### src/rtl/tmds_decode.sv
// -----------------------------------------------------------------------------
// tmds_decode
//
// Receive-side TMDS channel decoder for one HDMI data lane. Raw 10-bit words
// from the deserializer arrive with arbitrary bit alignment. The block slides a
// 10-bit window across two consecutive words until it sees a run of control
// tokens at one offset. It then decodes each aligned symbol either to a pixel
// byte (de=1) or to the c1/c0 sync pair (de=0).
//
// Parameters
//   SEARCH_WIN  : cycles at one offset without a token before trying the next
//   LOCK_TOKENS : consecutive tokens at one offset needed to declare lock
//   LOSS_WIN    : token-free cycles in lock before lock is dropped
//
// Optional feature
//   TMDS_LOSS_DET_EN : when defined, lock drops after LOSS_WIN cycles without
//                      any control token. When undefined, only reset leaves lock.
//
// Ports
//   sys_clk    in   pixel clock
//   sys_rst_n  in   asynchronous active-low reset
//   data_in    in   [9:0] raw deserialized word, bit 0 received first
//   data_out   out  [7:0] decoded pixel byte (valid when de=1)
//   de         out  data enable
//   c0, c1     out  decoded hsync / vsync
//   locked     out  symbol alignment established
//   align_ofs  out  [3:0] current bit offset, 0..9
//
// Pipeline: prev -> aligned -> outputs. A symbol whose first bits are sampled
// at edge k appears on the outputs after edge k+2, whatever the offset.
// -----------------------------------------------------------------------------
`timescale 1ns/1ps

module tmds_decode #(
  parameter int SEARCH_WIN  = 1024,
  parameter int LOCK_TOKENS = 8,
  parameter int LOSS_WIN    = 4096
) (
  input  logic       sys_clk,
  input  logic       sys_rst_n,
  input  logic [9:0] data_in,
  output logic [7:0] data_out,
  output logic       de,
  output logic       c0,
  output logic       c1,
  output logic       locked,
  output logic [3:0] align_ofs
);

  localparam logic [1:0] ST_SEARCH = 2'd0;
  localparam logic [1:0] ST_VERIFY = 2'd1;
  localparam logic [1:0] ST_LOCKED = 2'd2;

  localparam logic [12:0] SEARCH_LAST = 13'(SEARCH_WIN - 1);
  localparam logic [12:0] LOSS_LAST   = 13'(LOSS_WIN - 1);
  localparam logic [3:0]  LOCK_LAST   = 4'(LOCK_TOKENS - 1);

`ifdef TMDS_LOSS_DET_EN
  localparam bit LOSS_DET = 1'b1;
`else
  localparam bit LOSS_DET = 1'b0;
`endif

  logic [9:0]  prev;
  logic [9:0]  aligned;
  logic [19:0] w;
  logic [1:0]  state;
  logic [3:0]  tok_cnt;
  logic [12:0] win_cnt;
  logic        skip;       // the aligned word was captured with the old offset

  logic        is_tok;
  logic [1:0]  tok_c;      // {c1,c0} carried by the token
  logic        tok_seen;   // token accepted by the FSM
  logic [7:0]  d;
  logic [7:0]  q;

  logic [1:0]  state_nx;
  logic [3:0]  ofs_nx;
  logic [3:0]  ofs_inc;
  logic [3:0]  tok_nx;
  logic [3:0]  tok_inc;
  logic [12:0] win_nx;
  logic        ofs_chg;
  logic        locked_nx;

  // Older bits sit in the LSBs, so a symbol straddling two words is read out
  // contiguously starting at align_ofs.
  assign w = {data_in, prev};

  // ---------------------------------------------------------------------------
  // Symbol classification and data decode
  // ---------------------------------------------------------------------------
  // NOTE: every signal assigned in an always_comb gets a default first, so no
  // path through the block can leave it unassigned and infer a latch.
  always_comb begin
    is_tok = 1'b1;
    tok_c  = 2'b00;
    case (aligned)
      10'b1101010100: tok_c = 2'b00;
      10'b0010101011: tok_c = 2'b01;
      10'b0101010100: tok_c = 2'b10;
      10'b1010101011: tok_c = 2'b11;
      default:        is_tok = 1'b0;
    endcase
  end

  // Undo the optional inversion, then undo the XOR / XNOR transition chain.
  always_comb begin
    d    = aligned[9] ? ~aligned[7:0] : aligned[7:0];
    q    = '0;
    q[0] = d[0];
    for (int i = 1; i < 8; i++) begin
      q[i] = aligned[8] ? (d[i] ^ d[i-1]) : ~(d[i] ^ d[i-1]);
    end
  end

  // ---------------------------------------------------------------------------
  // Alignment FSM
  // ---------------------------------------------------------------------------
  assign tok_seen = is_tok & ~skip;
  assign ofs_inc  = (align_ofs == 4'd9) ? 4'd0 : align_ofs + 4'd1;
  assign tok_inc  = (tok_cnt == 4'hF) ? tok_cnt : tok_cnt + 4'd1;

  always_comb begin
    state_nx = state;
    ofs_nx   = align_ofs;
    tok_nx   = tok_cnt;
    win_nx   = win_cnt;
    ofs_chg  = 1'b0;
    case (state)
      ST_SEARCH: begin
        if (tok_seen) begin
          state_nx = ST_VERIFY;
          tok_nx   = 4'd1;
          win_nx   = '0;
        end else if (win_cnt == SEARCH_LAST) begin
          ofs_nx  = ofs_inc;
          win_nx  = '0;
          ofs_chg = 1'b1;
        end else begin
          win_nx = win_cnt + 13'd1;
        end
      end
      ST_VERIFY: begin
        if (tok_seen) begin
          tok_nx = tok_inc;
          win_nx = '0;
          if (tok_cnt >= LOCK_LAST) state_nx = ST_LOCKED;
        end else begin
          // One data word at a candidate offset disproves it.
          state_nx = ST_SEARCH;
          ofs_nx   = ofs_inc;
          tok_nx   = '0;
          win_nx   = '0;
          ofs_chg  = 1'b1;
        end
      end
      ST_LOCKED: begin
        tok_nx = tok_seen ? tok_inc : 4'd0;
        if (tok_seen || !LOSS_DET) begin
          win_nx = '0;
        end else if (win_cnt == LOSS_LAST) begin
          // Offset is kept: the link most likely came back at the same phase.
          state_nx = ST_SEARCH;
          tok_nx   = '0;
          win_nx   = '0;
        end else begin
          win_nx = win_cnt + 13'd1;
        end
      end
      default: begin
        state_nx = ST_SEARCH;
        tok_nx   = '0;
        win_nx   = '0;
      end
    endcase
  end

  // Outputs follow the lock state that takes effect on the same edge.
  assign locked_nx = (state_nx == ST_LOCKED);

  // ---------------------------------------------------------------------------
  // Registers
  // ---------------------------------------------------------------------------
  // NOTE: sequential state uses non-blocking assignments so every register
  // samples pre-edge values regardless of statement order.
  always_ff @(posedge sys_clk or negedge sys_rst_n) begin
    if (!sys_rst_n) begin
      prev      <= '0;
      aligned   <= '0;
      state     <= ST_SEARCH;
      align_ofs <= '0;
      tok_cnt   <= '0;
      win_cnt   <= '0;
      skip      <= 1'b0;
      locked    <= 1'b0;
      de        <= 1'b0;
      data_out  <= '0;
      c0        <= 1'b0;
      c1        <= 1'b0;
    end else begin
      prev      <= data_in;
      aligned   <= w[align_ofs +: 10];
      state     <= state_nx;
      align_ofs <= ofs_nx;
      tok_cnt   <= tok_nx;
      win_cnt   <= win_nx;
      skip      <= ofs_chg;
      locked    <= locked_nx;
      if (!locked_nx) begin
        de       <= 1'b0;
        data_out <= '0;
        c0       <= 1'b0;
        c1       <= 1'b0;
      end else if (is_tok) begin
        de       <= 1'b0;
        data_out <= '0;
        c1       <= tok_c[1];
        c0       <= tok_c[0];
      end else begin
        // Sync values persist through the active video region.
        de       <= 1'b1;
        data_out <= q;
      end
    end
  end

endmodule

### config.mk
export PLATFORM = sky130hd
export DESIGN_NAME = tmds_decode
export DESIGN_NICKNAME = d
export VERILOG_FILES = /design/src/rtl/tmds_decode.sv
export SDC_FILE = /design/constraint.sdc
export NUM_CORES = 1
export LEC_CHECK = 0
export BUFFER_PORTS_ARGS = -buffer_cell sky130_fd_sc_hd__buf_2
export CAP_MARGIN = 20
export CORE_UTILIZATION = 42
export CTS_CLUSTER_DIAMETER = 60
export CTS_CLUSTER_SIZE = 40
export DETAILED_ROUTE_END_ITERATION = 6
export GPL_ROUTABILITY_DRIVEN = 0
export GPL_TIMING_DRIVEN = 0
export PLACE_DENSITY_LB_ADDON = 0.1
export REMOVE_ABC_BUFFERS = 1
export SYNTH_ARGS = -nofsm -noshare
export SYNTH_HDL_FRONTEND = slang
export SYNTH_SLANG_ARGS = --single-unit
### constraint.sdc
create_clock -name sys_clk -period 2.5 [get_ports sys_clk]
set_input_delay 0.125 -clock sys_clk [delete_from_list [all_inputs] [get_ports sys_clk]]
set_output_delay 0.125 -clock sys_clk [all_outputs]
set_load 0.02 [all_outputs]
==> impl_metrics.yaml <==
run_status:
  status: "finished, final reports clean"
timing:
  min_period_ns: 2.320
  hold_viol: 0
  max_freq_mhz: 431.0
  finClkSkew_ns: 0.007260
  setup_viol: 0
  worstMarginPinSlew_ns: 0.9486
  slew_viol_final: 0
  slew_headroom_pct: 36.76
  rsz0062_at_grt: "no"
  setup_tns_ns: 0
  fin_crit_sh_pct: 92.81
synth:
  yosysSeqAreaShare_pct: 45.31
  synthArstFlopShare_pct: 100.0
  syn_inst: 287
  synth.distinct_cells: 48
  synth_edf_count: 0
  ys_seq_elements: 56
  avgSynthCellArea_um2: 10.78
  yosysWarnings: 0
  syn_area_um2: 3093
  synth-main-ff-cell: "dfrtp_1"
floorplanning:
  coreArea_um2: 6944
  die_w_um: 87.82
  rows: 30
  start_util_pct: 44.54
  dieArea_um2: 7711
  io_pins: 28
  dieHeight_um: 87.82
layout:
  drive_gt1_share_pct: 20.00
  antenna_cells: 0
  final_cell_mix: "56 x dfrtp_1, 32 x nor2_1, 27 x buf_2"
  fin_util_pct: 50.43
  final_nets: 337
  layout_commonest_cell: "dfrtp_1"
  area_delta_synth_final_pct: 13.23
flow_run:
  cap_viol_max_count: 0
power_and_ir_drop:
  power.density_nw_per_um2: 725.7
  peakVddDrop_v: 0.0002729
  p_leak_uw: 0.001487
drt:
  drt-initial-drc-count: 54
  drt-vias-per-instance: 5.228
  dr.pass1.iters: 4
  routed_wl_mm: 5.537
  drc: 0
  wl_per_cell_um: 13.31
  drtAntennaViolNets: 0
  num_vias: 2175
setup_path:
  critical_path.max_fanout: 4
  path_class: "flop to flop"
  arrival_ns: 2.52
  worstSetupEndpointType: "flop"
  cp-start-kind: "flop"
  required_ns: 2.70
global_routing:
  grt_pass1_vias: 2070
  antenna_found_initial: 0
  grt_max_degree: 41
  grt-ovfl-total: 0
  grtUsageTotal_pct: 16.46
  grt_pass1_wl_mm: 9.818
clock_tree:
  clkLatencyLatePin_ns: 0.31
  clk_pin_slew_worst_paths_ns: 0.10
  cts_tree: "yes"
  cts_sinks: 56
  clockBufferDepth: 2
  cts_buffers: 5
  htreeDepth: 2
  cts-root-buf: "clkbuf_8"
worst_hold_path:
  min_path_type: "input pin to async pin"
place:
  port_buffers: 27
  dp_hpwl_mm: 4.048
what timing repair did:
action,CTS,global route
setup endpoints to repair,0,2
hold endpoints to repair,26,0
buffers inserted,0,2
gates resized for setup,0,1
hold buffers,11,0
stage by stage:
step / setup slack [ns] / area, um^2 / hold WS (ns) / power [uW] / cells
floorplan: 0.3500 / 3005 / -0.1706 / 1857 / 271
global placement: 0.1608 / 3261 / 0.2571 / 2042 / 394
detailed placement: 0.1549 / 3281 / 0.06750 / 2055 / 395
CTS: 0.1310 / 3481 / 0.2639 / 2574 / 414
global route: 0.01894 / 3502 / 0.2783 / 2744 / 416
finish: 0.1796 / 3502 / 0.2542 / 2542 / 416
power breakdown:
part	leakage, uW	total [uW]	internal, uW	switching, uW
clock network	0.0000445	500	200	301
logic	0.000718	802	433	369
registers	0.000725	1240	1030	205
total	0.00149	2540	1670	875
final timing paths:
| check | end | startpoint | slack, ns | cells after the start |
|---|---|---|---|---|
| setup / recovery | tok_cnt[1] | aligned[3] | 0.18 | 6 |
| hold / removal | c1 | sys_rst_n | 0.25 | 2 |
| setup reg to reg | tok_cnt[1] | aligned[3] | 0.18 | 6 |
| hold reg to reg | win_cnt[0] | win_cnt[0] | 0.50 | 1 |
| max in group asynchronous | skip | sys_rst_n | 1.72 | 3 |
| min in group sys_clk | prev[6] | data_in[6] | 0.47 | 2 |
kinds of logic after synthesis:
family / synth area share, %
AND/OR/NAND/NOR: 16.51
flip-flops: 45.31
AO/OA/AOI/OAI: 9.264
multiplexers: 14.93
XOR/XNOR: 7.646
buffers and inverters: 3.924
adder cells (fa/ha/maj): 2.427
layer usage:
metal	global-route usage, %	vias up	part of all wire (%)
met1	22.47	1033	49
met3	3.959	5	3.3
met5	0	-	0
met2	26.15	36	46
li1	-	1101	-
met4	4.620	0	1.2
registers in the layout, indices dropped and copies added, names as in the netlist:
register / count
align_ofs: 4
aligned: 10
c0: 1
c1: 1
data_out: 8
de: 1
locked: 1
prev: 10
skip: 1
state: 2
tok_cnt: 4
win_cnt: 13
Yosys cell counts (6+ instances only):
library cell	count	area (um^2)
clkbuf_1	8	30.03
nor4_1	12	75.07
a21oi_1	16	80.08
nor3_1	8	40.04
mux2i_1	12	120.1
dfrtp_1	56	1401
inv_1	8	30.03
nor2_1	32	120.1
xor2_1	6	52.55
xnor2_1	21	183.9
nand3_1	11	55.05
nand2_1	18	67.56
ha_1	6	75.07
mux4_2	12	270.3
worst max-delay path, stage by stage (launching register included):
cell and delay (ns):
dfrtp_1 0.44, nand4bb_1 0.20, or4_1 0.60, a21oi_4 0.23
buf_4 0.15, mux2_2 0.35, a22o_1 0.23
area by class of cell:
cell class / count / area, um^2
Tap cell: 96 / 120.1
Sequential cell: 56 / 1401
Timing Repair Buffer: 41 / 280.3
Multi-Input combinational cell: 206 / 1577
Clock inverter: 3 / 21.27
Inverter: 9 / 33.78
Clock buffer: 5 / 68.82
Fill cell: 655 / 3442
Power figures use the tool's default switching activity.
